<file path="config.mk">
export PLATFORM = sky130hd
export DESIGN_NAME = residual_runlevel_scanner
export DESIGN_NICKNAME = d
export VERILOG_FILES = /design/src/rtl/residual_runlevel_scanner.sv
export SDC_FILE = /design/constraint.sdc
export NUM_CORES = 1
export LEC_CHECK = 0
export CAP_MARGIN = 20
export CELL_PAD_IN_SITES_DETAIL_PLACEMENT = 0
export CELL_PAD_IN_SITES_GLOBAL_PLACEMENT = 1
export CORE_ASPECT_RATIO = 1.75
export CORE_MARGIN = 4
export CORE_UTILIZATION = 40
export DETAILED_ROUTE_END_ITERATION = 10
export PLACE_DENSITY = 0.78
export SLEW_MARGIN = 20
export SYNTH_ARGS = -nofsm -noshare
export SYNTH_HDL_FRONTEND = slang
export SYNTH_SLANG_ARGS = --single-unit
</file>
<file path="constraint.sdc">
create_clock -name clk -period 12.5 [get_ports clk]
set_input_delay 1.25 -clock clk [delete_from_list [all_inputs] [get_ports clk]]
set_output_delay 1.25 -clock clk [all_outputs]
set_load 0.1 [all_outputs]
</file>
<file path="src/rtl/residual_runlevel_scanner.sv">
// Zigzag run/level scanner for a 4x4 block of signed 8-bit quantised coefficients.
// Emits one (run, level) beat per non-zero, flags the last one, and emits a single beat for empty blocks.
module residual_runlevel_scanner (
    input  logic              clk,
    input  logic              reset,
    input  logic              in_valid,
    output logic              in_ready,
    input  logic signed [7:0] coeff_in [16],
    input  logic [31:0]       mbnumber_in,
    output logic              out_valid,
    input  logic              out_ready,
    output logic [3:0]        out_run,
    output logic signed [7:0] out_level,
    output logic              out_last,
    output logic              out_empty,
    output logic [4:0]        out_total,
    output logic [31:0]       out_mbnumber
);

    typedef enum logic {StIdle, StScan} state_e;

    function automatic logic [3:0] zz_raster(input logic [3:0] p);
        logic [3:0] r;
        unique case (p)
            4'd0:  r = 4'd0;
            4'd1:  r = 4'd1;
            4'd2:  r = 4'd4;
            4'd3:  r = 4'd8;
            4'd4:  r = 4'd5;
            4'd5:  r = 4'd2;
            4'd6:  r = 4'd3;
            4'd7:  r = 4'd6;
            4'd8:  r = 4'd9;
            4'd9:  r = 4'd12;
            4'd10: r = 4'd13;
            4'd11: r = 4'd10;
            4'd12: r = 4'd7;
            4'd13: r = 4'd11;
            4'd14: r = 4'd14;
            default: r = 4'd15;
        endcase
        return r;
    endfunction

    state_e            state_q, state_d;
    logic signed [7:0] coeff_q [16];
    logic signed [7:0] coeff_d [16];
    logic [31:0]       tag_q, tag_d;
    logic [3:0]        pos_q, pos_d;
    logic [3:0]        run_q, run_d;
    logic [3:0]        lastpos_q, lastpos_d;
    logic              empty_q, empty_d;
    logic [4:0]        total_q, total_d;

    logic              out_valid_q, out_valid_d;
    logic [3:0]        out_run_q, out_run_d;
    logic signed [7:0] out_level_q, out_level_d;
    logic              out_last_q, out_last_d;
    logic              out_empty_q, out_empty_d;
    logic [4:0]        out_total_q, out_total_d;
    logic [31:0]       out_mbnumber_q, out_mbnumber_d;

    logic [4:0]        in_nz;
    logic [3:0]        in_lastpos;
    logic              adv;
    logic signed [7:0] cur;

    // Block summary computed on the incoming coefficients so it is ready at accept time.
    always_comb begin
        in_nz      = 5'd0;
        in_lastpos = 4'd0;
        for (int p = 0; p < 16; p++) begin
            if (coeff_in[zz_raster(4'(p))] != 8'sd0) begin
                in_nz      = in_nz + 5'd1;
                in_lastpos = 4'(p);
            end
        end
    end

    assign adv      = !out_valid_q || out_ready;
    assign cur      = coeff_q[zz_raster(pos_q)];
    assign in_ready = (state_q == StIdle) && !reset;

    always_comb begin
        state_d        = state_q;
        coeff_d        = coeff_q;
        tag_d          = tag_q;
        pos_d          = pos_q;
        run_d          = run_q;
        lastpos_d      = lastpos_q;
        empty_d        = empty_q;
        total_d        = total_q;
        out_valid_d    = out_valid_q;
        out_run_d      = out_run_q;
        out_level_d    = out_level_q;
        out_last_d     = out_last_q;
        out_empty_d    = out_empty_q;
        out_total_d    = out_total_q;
        out_mbnumber_d = out_mbnumber_q;

        unique case (state_q)
            StIdle: begin
                // A pending final beat from the previous block may still be waiting here.
                if (adv) begin
                    out_valid_d = 1'b0;
                end
                if (in_valid) begin
                    coeff_d   = coeff_in;
                    tag_d     = mbnumber_in;
                    total_d   = in_nz;
                    lastpos_d = in_lastpos;
                    empty_d   = (in_nz == 5'd0);
                    pos_d     = 4'd0;
                    run_d     = 4'd0;
                    state_d   = StScan;
                end
            end
            StScan: begin
                if (adv) begin
                    if (cur != 8'sd0 || empty_q) begin
                        out_valid_d    = 1'b1;
                        out_run_d      = run_q;
                        out_level_d    = cur;
                        out_last_d     = (pos_q == lastpos_q);
                        out_empty_d    = empty_q;
                        out_total_d    = total_q;
                        out_mbnumber_d = tag_q;
                        run_d          = 4'd0;
                    end else begin
                        out_valid_d = 1'b0;
                        run_d       = run_q + 4'd1;
                    end
                    if (pos_q == lastpos_q) begin
                        state_d = StIdle;
                    end else begin
                        pos_d = pos_q + 4'd1;
                    end
                end
            end
            default: state_d = StIdle;
        endcase
    end

    always_ff @(posedge clk) begin
        if (reset) begin
            state_q        <= StIdle;
            tag_q          <= 32'd0;
            pos_q          <= 4'd0;
            run_q          <= 4'd0;
            lastpos_q      <= 4'd0;
            empty_q        <= 1'b0;
            total_q        <= 5'd0;
            out_valid_q    <= 1'b0;
            out_run_q      <= 4'd0;
            out_level_q    <= 8'sd0;
            out_last_q     <= 1'b0;
            out_empty_q    <= 1'b0;
            out_total_q    <= 5'd0;
            out_mbnumber_q <= 32'd0;
            for (int i = 0; i < 16; i++) begin
                coeff_q[i] <= 8'sd0;
            end
        end else begin
            state_q        <= state_d;
            tag_q          <= tag_d;
            pos_q          <= pos_d;
            run_q          <= run_d;
            lastpos_q      <= lastpos_d;
            empty_q        <= empty_d;
            total_q        <= total_d;
            out_valid_q    <= out_valid_d;
            out_run_q      <= out_run_d;
            out_level_q    <= out_level_d;
            out_last_q     <= out_last_d;
            out_empty_q    <= out_empty_d;
            out_total_q    <= out_total_d;
            out_mbnumber_q <= out_mbnumber_d;
            for (int i = 0; i < 16; i++) begin
                coeff_q[i] <= coeff_d[i];
            end
        end
    end

    assign out_valid    = out_valid_q;
    assign out_run      = out_run_q;
    assign out_level    = out_level_q;
    assign out_last     = out_last_q;
    assign out_empty    = out_empty_q;
    assign out_total    = out_total_q;
    assign out_mbnumber = out_mbnumber_q;

endmodule

</file>
Word-level counts from Yosys, hierarchy flattened

Memories as Yosys holds them, arrays and structs flattened. A register that Yosys moved wholly into a read port is not among the register bits.
Index checks and enable logic that the tools add are counted.

Register bits after elaboration: 231
Latch bits: 0
Memory bits (writable): 0
ROM bits: 64
Input bits: 164
Output and inout port bits: 53
Logic and storage cells: 135
Memories kept: 1

Add/subtract/negate cells: 17
Multiply operators: 0
Div/mod/pow operators: 0
Order comparisons: 1
Equality and inequality tests: 5
Shift-type cells: 0
Mux-type cells: 51
Bitwise gates (word level): 2
Reduce and logical (&&, ||, !) cells: 28

Memory list:

| memory           | words | bits a word | read ports | clocked after Yosys merged registers in | write ports | line | RTL |
|---|---|---|---|---|---|---|---|
| (name not given) | 16    | 4           | 1          | 1                                       | 0           | 24   | `unique case (p)` |

Operator list:

| kind                  | count |
|---|---|
| $reduce_bool A8 Y1    | 17 |
| $mux W5               | 15 |
| $add A5 B1 Y5 const B | 14 |
| $mux W4               | 15 |
| $bmux W8 S4           | 1 |
| $mux W8               | 2 |
| $pmux W4 S2           | 2 |
| $mux W3               | 4 |
| $add A4 B1 Y4 const B | 2 |
| $mux W1               | 8 |
| $ne A2 B2 Y1 const B  | 3 |
| $reduce_and A2 Y1     | 3 |
| $reduce_and A3 Y1     | 2 |
| $ge A5 B5 Y1 const B  | 1 |
| $logic_not A5 Y1      | 1 |
| $not A4 Y5            | 1 |
| $eq A4 B4 Y1          | 1 |
| $mux W2               | 2 |
| $pmux W1 S2           | 2 |
| $add A1 B1 Y2 const B | 1 |
| $logic_not A1 Y1      | 2 |
| $logic_or A1 B1 Y1    | 2 |
| $ne A2 B1 Y1 const B  | 1 |
| $logic_and A1 B1 Y1   | 1 |
| $not A1 Y1            | 1 |

Depth between registers and ports, before layout

Depth in word-level cells: 33
Mapped depth: 50
Mapped depth without buffers: 50

Worst setup path before layout

No wires, ideal clock.

Kind: input port to flip-flop
Start: input port coeff_in[114] (netlist bit)
End: register empty_q
Setup time: 0.096 ns
Arrival time: 9.736 ns
Required time: 12.404 ns
Slack: 2.668 ns
Stages on the path: 50
Path buffers: 0
Cells stage by stage: nor4_1 -> nand2_1 -> inv_1 -> ha_1 -> inv_1 -> nand3_1 -> and2_0 -> ha_1 -> inv_1 -> nor2_1 -> a21oi_1 -> inv_1 -> ha_1 -> xnor2_1 -> xnor2_1 -> nor3_1 -> or3_1 -> ha_1 -> [... 14 more ...] -> a211oi_1 -> o31a_1 -> xnor2_1 -> a21oi_1 -> ha_1 -> a21oi_1 -> a21oi_1 -> xnor2_1 -> a21oi_1 -> ha_1 -> nand2_1 -> o21ai_0 -> ha_1 -> nand2_1 -> o31a_1 -> mux2i_1 -> xor2_1 -> o41ai_2

Cells in the longest elaborated chain, start to end: 31

Ends and longest elaborated chain:

| what                   | line | RTL |
|---|---|---|
| start: declaration     | 8    | `input logic signed [7:0] coeff_in [16],` |
| $reduce_bool A8 Y1 (*) | 73   | `if (coeff_in[zz_raster(4'(p))] != 8'sd0) begin` |
| $mux W5 (*)            | 73   |  |
| $add A5 B1 Y5          | 74   | `in_nz = in_nz + 5'd1;` |
| $mux W5 (*)            | 73   |  |
| $add A5 B1 Y5          | 74   |  |
| $mux W5 (*)            | 73   |  |
| $add A5 B1 Y5          | 74   |  |
| $mux W5 (*)            | 73   |  |
| [... 15 more ...]      | --   |  |
| $mux W5 (*)            | 73   |  |
| $add A5 B1 Y5          | 74   |  |
| $mux W5 (*)            | 73   |  |
| $add A5 B1 Y5          | 74   |  |
| $mux W5 (*)            | 73   |  |
| $add A5 B1 Y5          | 74   |  |
| $mux W5 (*)            | 73   |  |
| $logic_not A5 Y1 (*)   | 112  | `empty_d = (in_nz == 5'd0);` |
| end signal: assignment | 169  | `empty_q <= empty_d;` |
| end: declaration       | 52   | `logic empty_q, empty_d;` |

Every way passes the cells marked *; elsewhere a longest branch is shown, timed or not.
A chain may end at the register's enable or synchronous reset.

Worst setup path in the final report

Start: input port coeff_in[118] (netlist bit)
End: register empty_q

Same word-level chain as after synthesis.

==> out/metrics.cfg <==
[clock_network]
cts_tree=built
htreeDepth=1
cts_setup_buffers=0
hold_buffers=0
post_cts_resized=0
path_clk_slew_ps=70
clk_latency_ps=530
root_buffer=clkbuf_16
clock_sinks=235
cts_buffers=23
cts_buffer_depth=3

[final_layout]
nets=1411
final_cells=1613
area_delta_synth_final_pct=29.80
layout_common_cells=dfxtp_1, clkdlybuf4s50_1, a22o_1
layout_commonest_cell=dfxtp_1
drive_gt1_frac=0.1016
utilization=0.5264

[global_routing]
busiest_layer=met2
grt_usage=0.2118
grt_start_max_net_pins=94
grt_pass1_wl_um=51290
grt_pass1_vias=9078
use_met1=0.2288
met3_usage=0.02491
grtUsageMet2=0.4130
antenna_found_initial=4
grt_overflow_total=0

[critical_path]
critPathMostFrequentCell=ha_1
rr_endpoint=out_mbnumber[8]
path_max_fanout=6
worstSetupEndpointType=register
cp-endpoint=empty_q
start_kind=primary input
required_ps=12930
crit_arrival_ps=11490
reg2regPathDepth=8
path_class=in -> reg
slowest_delay_ps=490
r2r_setup_slack_ps=8830
crit_start=coeff_in[118]
worst_path_max_delay_cell=nor4_1

[route]
num_vias=8987
firstDrtPassIters=5
viasPerCell=5.572
drt_iter0_drc=494
ant_nets=0
drc=0
wl_per_cell_um=20.71
routed_wl_um=33400

[power_and_ir_drop]
power.leakage_uw=0.005342
ir_drop_mv=0.09013
power.density_nw_per_um2=140.4

[timing]
report.final.slew_viol_count=0
fin_setup_tns_ps=0
max_freq_mhz=90.40
max-slew-margin-rel=0.2772
tightest_slew_ps=1081
worst_slack_ps=1437
finalHoldViolations=0
final.min_clock_period_ps=11060
rsz0062_at_grt=no
clock-skew-final_ps=13.00
period_share=0.8850
worst_hold_slack_ps=469.8
setup_violations=0

[placement]
placed_cells=1568
place_hpwl_um=25200
io_buffers=216
routabilityCongestion=0.9129
dpl_worst_slack_ps=1068

[floorplanning]
die_width_um=133.6
start_util=0.4056
die_height_um=227.8
die-area_um2=30430
core-area_um2=27230
io_pins=217
rows=80

[synth]
synth-async-reset-ratio=0
syn_inst=1039
synth-edff-count=0
synthFlopType=dfxtp_1
syn_nets=1226
yosysSeqAreaShare=0.4261
ys_types=76
synth-seq-cells=235
synth.largest_area_cell=dfxtp_1
ys_warn_count=0
synth_area_leaders=dfxtp_1, a22o_1, mux4_2, mux2i_1, nor2_1
synth.cell_area_um2=11040
postSynthAreaPerCell_um2=10.63
synth_top_area_frac=0.4261

[worst_hold_path]
hold_path_class=reg -> reg

[outcome]
status=completed

[run]
maxCapViolations=0

[per-layer routing]
layer / wire length [um] / share of wire
met1: 12110 / 0.36
met4: 1094 / 0.033
met5: 0 / 0
met2: 18860 / 0.56
met3: 1331 / 0.040
[flip-flops by register name, indices dropped and copies added, names as in the netlist, named ones only]
name,cells
total_q,5
out_mbnumber,32
pos_q,4
coeff_q,128
lastpos_q,4
out_valid,1
run_q,4
empty_q,1
out_level,8
tag_q,32
out_total,5
out_run,4
state_q,1
out_empty,1
out_last,1
[worst max-delay path, delay by kind of cell]
kind	cells	cell delay, ps
multiplexers	1	170
AND/OR/NAND/NOR	11	1920
buffers and inverters	5	750
adder cells (fa/ha/maj)	9	2550
AO/OA/AOI/OAI	17	3490
XOR/XNOR	7	1330
[per-stage QoR]
| step | cell area, um2 | total power (uW) |
|---|---|---|
| after global placement | 13510 | 1272 |
| final | 14330 | 2012 |
| after detailed placement | 13510 | 1278 |
| after global routing | 14330 | 2090 |
| after floorplan | 11040 | 1131 |
| after CTS | 14320 | 2029 |
[Yosys cell counts (14+ instances only)]
cell type and instances:
dfxtp_1 235, a22o_1 163, nor2_1 95, mux2i_1 57, clkbuf_1 56, nand2_1 41, mux4_2 40, a21oi_1 38
xnor2_1 33, nor4_1 31, ha_1 23, nor3_1 18, xor2_1 17, nand3_1 15, o21ai_0 15, inv_1 14
[kinds of logic (layout without fill, tap and decap cells)]
group | after synthesis | count (layout) | share of synthesized area
simple gates | 259 | 259 | 0.1166
flops | 235 | 235 | 0.4261
mux | 99 | 99 | 0.1353
xor+xnor | 63 | 63 | 0.06380
fa+ha+maj | 23 | 23 | 0.02606
other cells | 0 | 4 | 0
compound gates | 280 | 280 | 0.2045
buf+inv | 80 | 281 | 0.02765
[report_power, final]
part | switching (uW) | internal (uW) | total, uW
Sequential | 31.1 | 799 | 830
Clock | 303 | 448 | 751
Combinational | 238 | 194 | 431
[area by class of cell]
| class | instances | area (um2) |
|---|---|---|
| fill | 2510 | 12890 |
| multi-input combinational | 724 | 6062 |
| sequential | 235 | 4706 |
| timing repair buffer | 225 | 2225 |
| clock buffer | 31 | 645.6 |
| tap | 369 | 461.7 |
| clock inverter | 10 | 166.4 |
| inverter | 15 | 56.30 |
| antenna | 4 | 10.01 |
[how the worst min path moves through the flow]
stage | end | cells after the start | slack, ps | from
finish | total_q[0] | 1 | 470 | total_q[0]
global route | coeff_q[6] | 1 | 490 | coeff_q[6]
CTS | total_q[0] | 1 | 470 | total_q[0]
detailed placement | total_q[0] | 1 | 460 | total_q[0]
global placement | total_q[0] | 1 | 450 | total_q[0]
floorplan | total_q[0] | 1 | 440 | total_q[0]
Note: power is estimated with default switching activity, not from simulation.
